**config.mk**
```make
export PLATFORM = sky130hd
export DESIGN_NAME = quant_requant_pipe
export DESIGN_NICKNAME = d
export VERILOG_FILES = /design/src/rtl/quant_requant_pipe.sv
export SDC_FILE = /design/constraint.sdc
export NUM_CORES = 1
export LEC_CHECK = 0
export ABC_CLOCK_PERIOD_IN_PS = 9500
export CAP_MARGIN = 20
export CORE_UTILIZATION = 46
export CTS_CLUSTER_SIZE = 16
export DETAILED_ROUTE_END_ITERATION = 8
export MAX_ROUTING_LAYER = met4
export PLACE_DENSITY = 0.66
export SLEW_MARGIN = 20
export SYNTH_ARGS = -nofsm -noshare
export SYNTH_HDL_FRONTEND = slang
export SYNTH_SLANG_ARGS = --single-unit
```
**constraint.sdc**
```tcl
create_clock -name clk -period 9.5 [get_ports clk]
set_input_delay 0.95 -clock clk [delete_from_list [all_inputs] [get_ports clk]]
set_output_delay 0.95 -clock clk [all_outputs]
set_load 0.1 [all_outputs]
```
**src/rtl/quant_requant_pipe.sv**
```systemverilog
// Three-stage per-channel requantizer: multiply, round/shift, offset/clamp; 3-cycle latency at 1 beat/clk.
// One global enable (!out_valid | out_ready) freezes every stage together, so in_ready is purely combinational.
module quant_requant_pipe #(
  parameter int ACC_W   = 15,
  parameter int SCALE_W = 16,
  parameter int SHIFT_W = 4,
  parameter int ZP_W    = 4,
  parameter int OUT_W   = 4,
  parameter int NCH     = 4,
  parameter int CH_W    = 2
) (
  input  logic                clk,
  input  logic                rst,
  input  logic                cfg_we,
  input  logic [CH_W-1:0]     cfg_ch,
  input  logic [SCALE_W-1:0]  cfg_scale,
  input  logic [SHIFT_W-1:0]  cfg_shift,
  input  logic [ZP_W-1:0]     cfg_zp,
  input  logic                relu_en,
  input  logic                in_valid,
  output logic                in_ready,
  input  logic [ACC_W-1:0]    in_acc,
  input  logic [CH_W-1:0]     in_ch,
  output logic                out_valid,
  input  logic                out_ready,
  output logic [OUT_W-1:0]    out_q,
  output logic [CH_W-1:0]     out_ch,
  output logic                out_sat,
  output logic                out_err,
  output logic [15:0]         sat_cnt
);

  localparam int PW = ACC_W + SCALE_W + 1;
  localparam int RW = PW + 1;
  localparam int VW = RW + 1;

  typedef struct packed {
    logic [SHIFT_W-1:0] shift;
    logic [ZP_W-1:0]    zp;
    logic [CH_W-1:0]    ch;
    logic               err;
  } meta1_t;

  typedef struct packed {
    logic [ZP_W-1:0] zp;
    logic [CH_W-1:0] ch;
    logic            err;
  } meta2_t;

  logic [SCALE_W-1:0] r_scale [NCH];
  logic [SHIFT_W-1:0] r_shift [NCH];
  logic [ZP_W-1:0]    r_zp    [NCH];

  logic               w_en;
  logic [SCALE_W-1:0] w_scale;
  logic [SHIFT_W-1:0] w_shift;
  logic [ZP_W-1:0]    w_zp;
  logic               w_err;
  logic signed [PW-1:0] w_prod;

  logic                 r1_vld;
  logic signed [PW-1:0] r1_prod;
  meta1_t               r1_meta;

  logic signed [RW-1:0] w_p2;
  logic signed [RW-1:0] w_rnd;
  logic signed [RW-1:0] w_r2;

  logic                 r2_vld;
  logic signed [RW-1:0] r2_val;
  meta2_t               r2_meta;

  logic signed [VW-1:0] w_zp_ext;
  logic signed [VW-1:0] w_v;
  logic signed [VW-1:0] w_lo;
  logic signed [VW-1:0] w_hi;
  logic [OUT_W-1:0]     w_q;
  logic                 w_sat;

  logic                 r_out_vld;
  logic [OUT_W-1:0]     r_out_q;
  logic [CH_W-1:0]      r_out_ch;
  logic                 r_out_sat;
  logic                 r_out_err;
  logic [15:0]          r_sat_cnt;

  assign w_en     = !r_out_vld || out_ready;
  assign in_ready = w_en;

  // Writes to channels outside the table match no entry and are dropped.
  always_ff @(posedge clk) begin
    if (rst) begin
      for (int k = 0; k < NCH; k++) begin
        r_scale[k] <= SCALE_W'(1);
        r_shift[k] <= '0;
        r_zp[k]    <= '0;
      end
    end else begin
      for (int k = 0; k < NCH; k++) begin
        if (cfg_we && (cfg_ch == CH_W'(k))) begin
          r_scale[k] <= cfg_scale;
          r_shift[k] <= cfg_shift;
          r_zp[k]    <= cfg_zp;
        end
      end
    end
  end

  always_comb begin
    w_scale = '0;
    w_shift = '0;
    w_zp    = '0;
    w_err   = 1'b1;
    for (int k = 0; k < NCH; k++) begin
      if (in_ch == CH_W'(k)) begin
        w_scale = r_scale[k];
        w_shift = r_shift[k];
        w_zp    = r_zp[k];
        w_err   = 1'b0;
      end
    end
  end

  // Zero-extending the scale keeps it non-negative in the signed product.
  assign w_prod = PW'($signed(in_acc)) * $signed({{(PW-SCALE_W){1'b0}}, w_scale});

  always_ff @(posedge clk) begin
    if (rst) begin
      r1_vld  <= 1'b0;
      r1_prod <= '0;
      r1_meta <= '0;
    end else if (w_en) begin
      r1_vld <= in_valid;
      if (in_valid) begin
        r1_prod       <= w_prod;
        r1_meta.shift <= w_shift;
        r1_meta.zp    <= w_zp;
        r1_meta.ch    <= in_ch;
        r1_meta.err   <= w_err;
      end
    end
  end

  assign w_p2 = RW'(r1_prod);

  always_comb begin
    w_rnd = '0;
    if (r1_meta.shift != '0) begin
      w_rnd = RW'(1) << (r1_meta.shift - SHIFT_W'(1));
    end
  end

  assign w_r2 = (w_p2 + w_rnd) >>> r1_meta.shift;

  always_ff @(posedge clk) begin
    if (rst) begin
      r2_vld  <= 1'b0;
      r2_val  <= '0;
      r2_meta <= '0;
    end else if (w_en) begin
      r2_vld <= r1_vld;
      if (r1_vld) begin
        r2_val     <= w_r2;
        r2_meta.zp <= r1_meta.zp;
        r2_meta.ch <= r1_meta.ch;
        r2_meta.err <= r1_meta.err;
      end
    end
  end

  assign w_zp_ext = $signed({{(VW-ZP_W){1'b0}}, r2_meta.zp});
  assign w_v      = VW'(r2_val) + w_zp_ext;
  assign w_lo     = relu_en ? w_zp_ext : '0;
  assign w_hi     = $signed({{(VW-OUT_W){1'b0}}, {OUT_W{1'b1}}});

  // Raising the floor to zp under ReLU is a clamp but not a saturation event.
  always_comb begin
    w_q   = w_v[OUT_W-1:0];
    w_sat = 1'b0;
    if (w_v[VW-1]) begin
      w_q   = w_lo[OUT_W-1:0];
      w_sat = 1'b1;
    end else if (w_v > w_hi) begin
      w_q   = w_hi[OUT_W-1:0];
      w_sat = 1'b1;
    end else if (w_v < w_lo) begin
      w_q   = w_lo[OUT_W-1:0];
    end
  end

  always_ff @(posedge clk) begin
    if (rst) begin
      r_out_vld <= 1'b0;
      r_out_q   <= '0;
      r_out_ch  <= '0;
      r_out_sat <= 1'b0;
      r_out_err <= 1'b0;
      r_sat_cnt <= '0;
    end else begin
      if (w_en) begin
        r_out_vld <= r2_vld;
        if (r2_vld) begin
          r_out_q   <= w_q;
          r_out_ch  <= r2_meta.ch;
          r_out_sat <= w_sat;
          r_out_err <= r2_meta.err;
        end
      end
      if (r_out_vld && out_ready && r_out_sat && (r_sat_cnt != 16'hFFFF)) begin
        r_sat_cnt <= r_sat_cnt + 16'd1;
      end
    end
  end

  assign out_valid = r_out_vld;
  assign out_q     = r_out_q;
  assign out_ch    = r_out_ch;
  assign out_sat   = r_out_sat;
  assign out_err   = r_out_err;
  assign sat_cnt   = r_sat_cnt;

endmodule

```
==> results.sh <==
export IMPL_crit_type="primary input to flop"
export IMPL_synth_edff_count=96
export IMPL_post_cts_resized=0
export IMPL_yosysWarnings=0
export IMPL_status="finished clean"
export IMPL_grt_pass1_vias=16300
export IMPL_async_flop_share=0
export IMPL_yosys_area_top_type="fa_1"
export IMPL_numCtsBuffers=24
export IMPL_slew_viol_final=0
export IMPL_track_usage=0.244
export IMPL_yosys_area_top_type_share=0.181
export IMPL_whs_ps=456
export IMPL_crit_path_top_delay_cell="clkdlybuf4s50_1"
export IMPL_die_height_um=212
export IMPL_die_w_um=212
export IMPL_ff2ff_setup_slack_ps=2530
export IMPL_finalNetCount=2642
export IMPL_clk_pin_slew_ps=60
export IMPL_cp_required_ps=9960
export IMPL_yosysSeqAreaShare=0.251
export IMPL_htree_levels=1
export IMPL_synthCells=2267
export IMPL_synth_cell_types=80
export IMPL_drv_cap=0
export IMPL_clkLatencyLatePin_ps=540
export IMPL_cp_start_kind="primary input"
export IMPL_worst_ir_drop_vdd_mv=0.410
export IMPL_cts_buffer_depth=3
export IMPL_yosysMostFrequentCell="nand2_1"
export IMPL_cts_hold_buf=0
export IMPL_dieArea_um2=45000
export IMPL_rsz0062_at_grt="no"
export IMPL_max_freq_ghz=0.126
export IMPL_avgSynthCellArea_um2=8.95
export IMPL_drt_initial_drc_count=809
export IMPL_fp_coreArea_um2=43300
export IMPL_vias_per_cell=5.59
export IMPL_clockRootBuffer="clkbuf_16"
export IMPL_path_cells="clkdlybuf4s50_1 -> buf_4 -> mux4_2 -> nand2b_1 -> fa_1 -> fa_1 -> inv_1 -> fa_1 -> fa_1 -> fa_1 -> inv_1 -> fa_1 -> inv_1 -> ha_1 -> inv_1 -> nor2_1 -> a31o_2 -> a31o_2 -> a22oi_1 -> a31o_2 -> a21oi_1 -> a21oi_1 -> or3_1 -> a21oi_1"
export IMPL_worst_slew_pin_slew_ps=1080
export IMPL_grt_pass1_wl_um=85200
export IMPL_setup_viol=0
export IMPL_io_pins=75
export IMPL_dp_hpwl_um=40200
export IMPL_drcViolationCount=0
export IMPL_diodes=0
export IMPL_grt_overflow=0
export IMPL_p_per_area_nw_per_um2=355
export IMPL_post_cts_setup_buffers=0
export IMPL_routed_wl_um=51700
export IMPL_fin_setup_tns_ps=0
export IMPL_dr_pass1_iters=6
export IMPL_hold_violations=0
export IMPL_synthFlopType="dfxtp_1"
export IMPL_syn_area_um2=20300
export IMPL_crit_path_end_kind="flop"
export IMPL_hold_class="flop to flop"
export IMPL_worstPathMaxFanout=15
export IMPL_drive_gt1_frac=0.0560
export IMPL_rows=76
export IMPL_routabilityCongestion=0.920
export IMPL_ys_top_cells_by_area="fa_1, edfxtp_1, dfxtp_1"
export IMPL_synth_seq_cells=206
export IMPL_synth_nets=2639
export IMPL_antenna_found_initial=0
export IMPL_vias=16000
export IMPL_wl_per_cell_um=18.0
export IMPL_synth_common_cells="nand2_1, inv_1, and2_1"
export IMPL_worst_path_most_repeated_cell="fa_1"
export IMPL_timing_final_crit_share=0.835
export IMPL_clkSinkCount=206
export IMPL_syn2layout_area_growth_pct=9.60
export IMPL_cp_arrival_ps=8390
export IMPL_cts_tree="done"
export IMPL_max_stage_delay_ps=870
export IMPL_p_leak_nw=9.67
export IMPL_ant_nets=0
export IMPL_start_util=0.469
export IMPL_grt_max_degree=82
export IMPL_slew_headroom=0.280
export IMPL_portBuffers=74
export IMPL_period_needed_ps=7930
export IMPL_clock_skew_ps=18.8
[sequential cells by signal, summed over array words and instances, names as in the netlist]
| register | count |
|---|---|
| sat_cnt | 16 |
| r2_vld | 1 |
| out_q | 4 |
| r1_prod | 32 |
| r_zp | 16 |
| r1_meta | 11 |
| r1_vld | 1 |
| out_ch | 2 |
| r_scale | 64 |
| r_shift | 16 |
| out_err | 1 |
| out_sat | 1 |
| r2_meta | 7 |
| r2_val | 33 |
| out_valid | 1 |
[power breakdown]
group	internal, mW	total (mW)	switching [mW]
Combinational	2.53	5.87	3.35
Sequential	1.03	1.12	0.0863
Clock	0.518	0.900	0.382
Total	4.08	7.89	3.82
[path summary, 6_finish.rpt]
| path | cells past startpoint | from | end |
|---|---|---|---|
| max | 24 | in_ch[1] | r1_prod[31] |
| max reg2reg | 25 | r_scale[2][5] | r1_prod[31] |
| min | 2 | r2_meta[0] | r2_meta[0] |
| min reg2reg | 2 | r2_meta[0] | r2_meta[0] |
[final cells by class]
type,count,area [um^2]
fillers,4023,21000
multi-input cells,1686,13800
flip-flops and latches,206,5080
inverters,258,968
repair buffers,94,883
well taps,585,732
clock buffers,34,699
clock inverters,9,75.1
[cells by family (layout without fill, tap and decap cells)]
logic type               count (synthesis)  in the layout  synth area share
AO/OA/AOI/OAI                          358            358             0.115
XOR/XNOR                                66             66            0.0285
adder cells (fa/ha/maj)                323            323             0.267
buffers and inverters                  375            395            0.0702
flip-flops                             206            206             0.251
multiplexers                            76             76            0.0576
AND/OR/NAND/NOR                        863            863             0.211
[layer usage]
| layer | vias up | GRT usage | wire length, um | part of all wire |
|---|---|---|---|---|
| met4 | 0 | 0.0615 | 1130 | 0.022 |
| met2 | 410 | 0.408 | 25400 | 0.49 |
| met5 | - | - | 0 | 0 |
| met1 | 7898 | 0.320 | 22900 | 0.44 |
| met3 | 87 | 0.0236 | 2380 | 0.046 |
| li1 | 7652 | - | - | - |
[placed cells by master, fill, tap and decap left out, types with 9 or more instances in the layout]
cell type and instances:
fa_1 183, nor2_1 146, o22ai_1 13, nor3b_1 9
o211ai_1 17, nand3b_1 13, a21oi_1 124, dfxtp_1 110
and2_1 186, mux4_2 32, mux2i_1 37, nand4_1 24
a211oi_1 31, nor2b_1 9, o21ai_0 52, nand3_1 30
clkdlybuf4s50_1 72, xor2_1 28, or3_1 15, and3_1 34
nand2_1 306, nor3_1 33, clkbuf_16 25, nor4_1 11
a21o_1 26, ha_1 140, a31oi_1 12, buf_4 21
o21a_1 10, nand2b_1 17, edfxtp_1 96, inv_1 256
xnor2_1 38
[worst max-delay path, delay by kind of cell]
family                     cells  cell delay [ps]
and+or+nand+nor                3              860
AOI/OAI and AO/OA              7             1190
muxes                          1              500
adders and majority gates      7             3530
buffers and inverters          6             1350
[metrics by stage]
stage	worst slack (ps)	instances	utilization	power, mW	instance area [um^2]
after global placement	1140	2829	0.496	6.88	21500
after detailed placement	922	2829	0.496	6.99	21500
after global routing	1120	2872	0.514	8.90	22200
final	1570	2872	0.514	7.89	22200
after CTS	1490	2872	0.514	7.95	22200
after floorplan	1300	2267	-	5.79	20300
No activity file was read; power rests on OpenSTA's default activity.
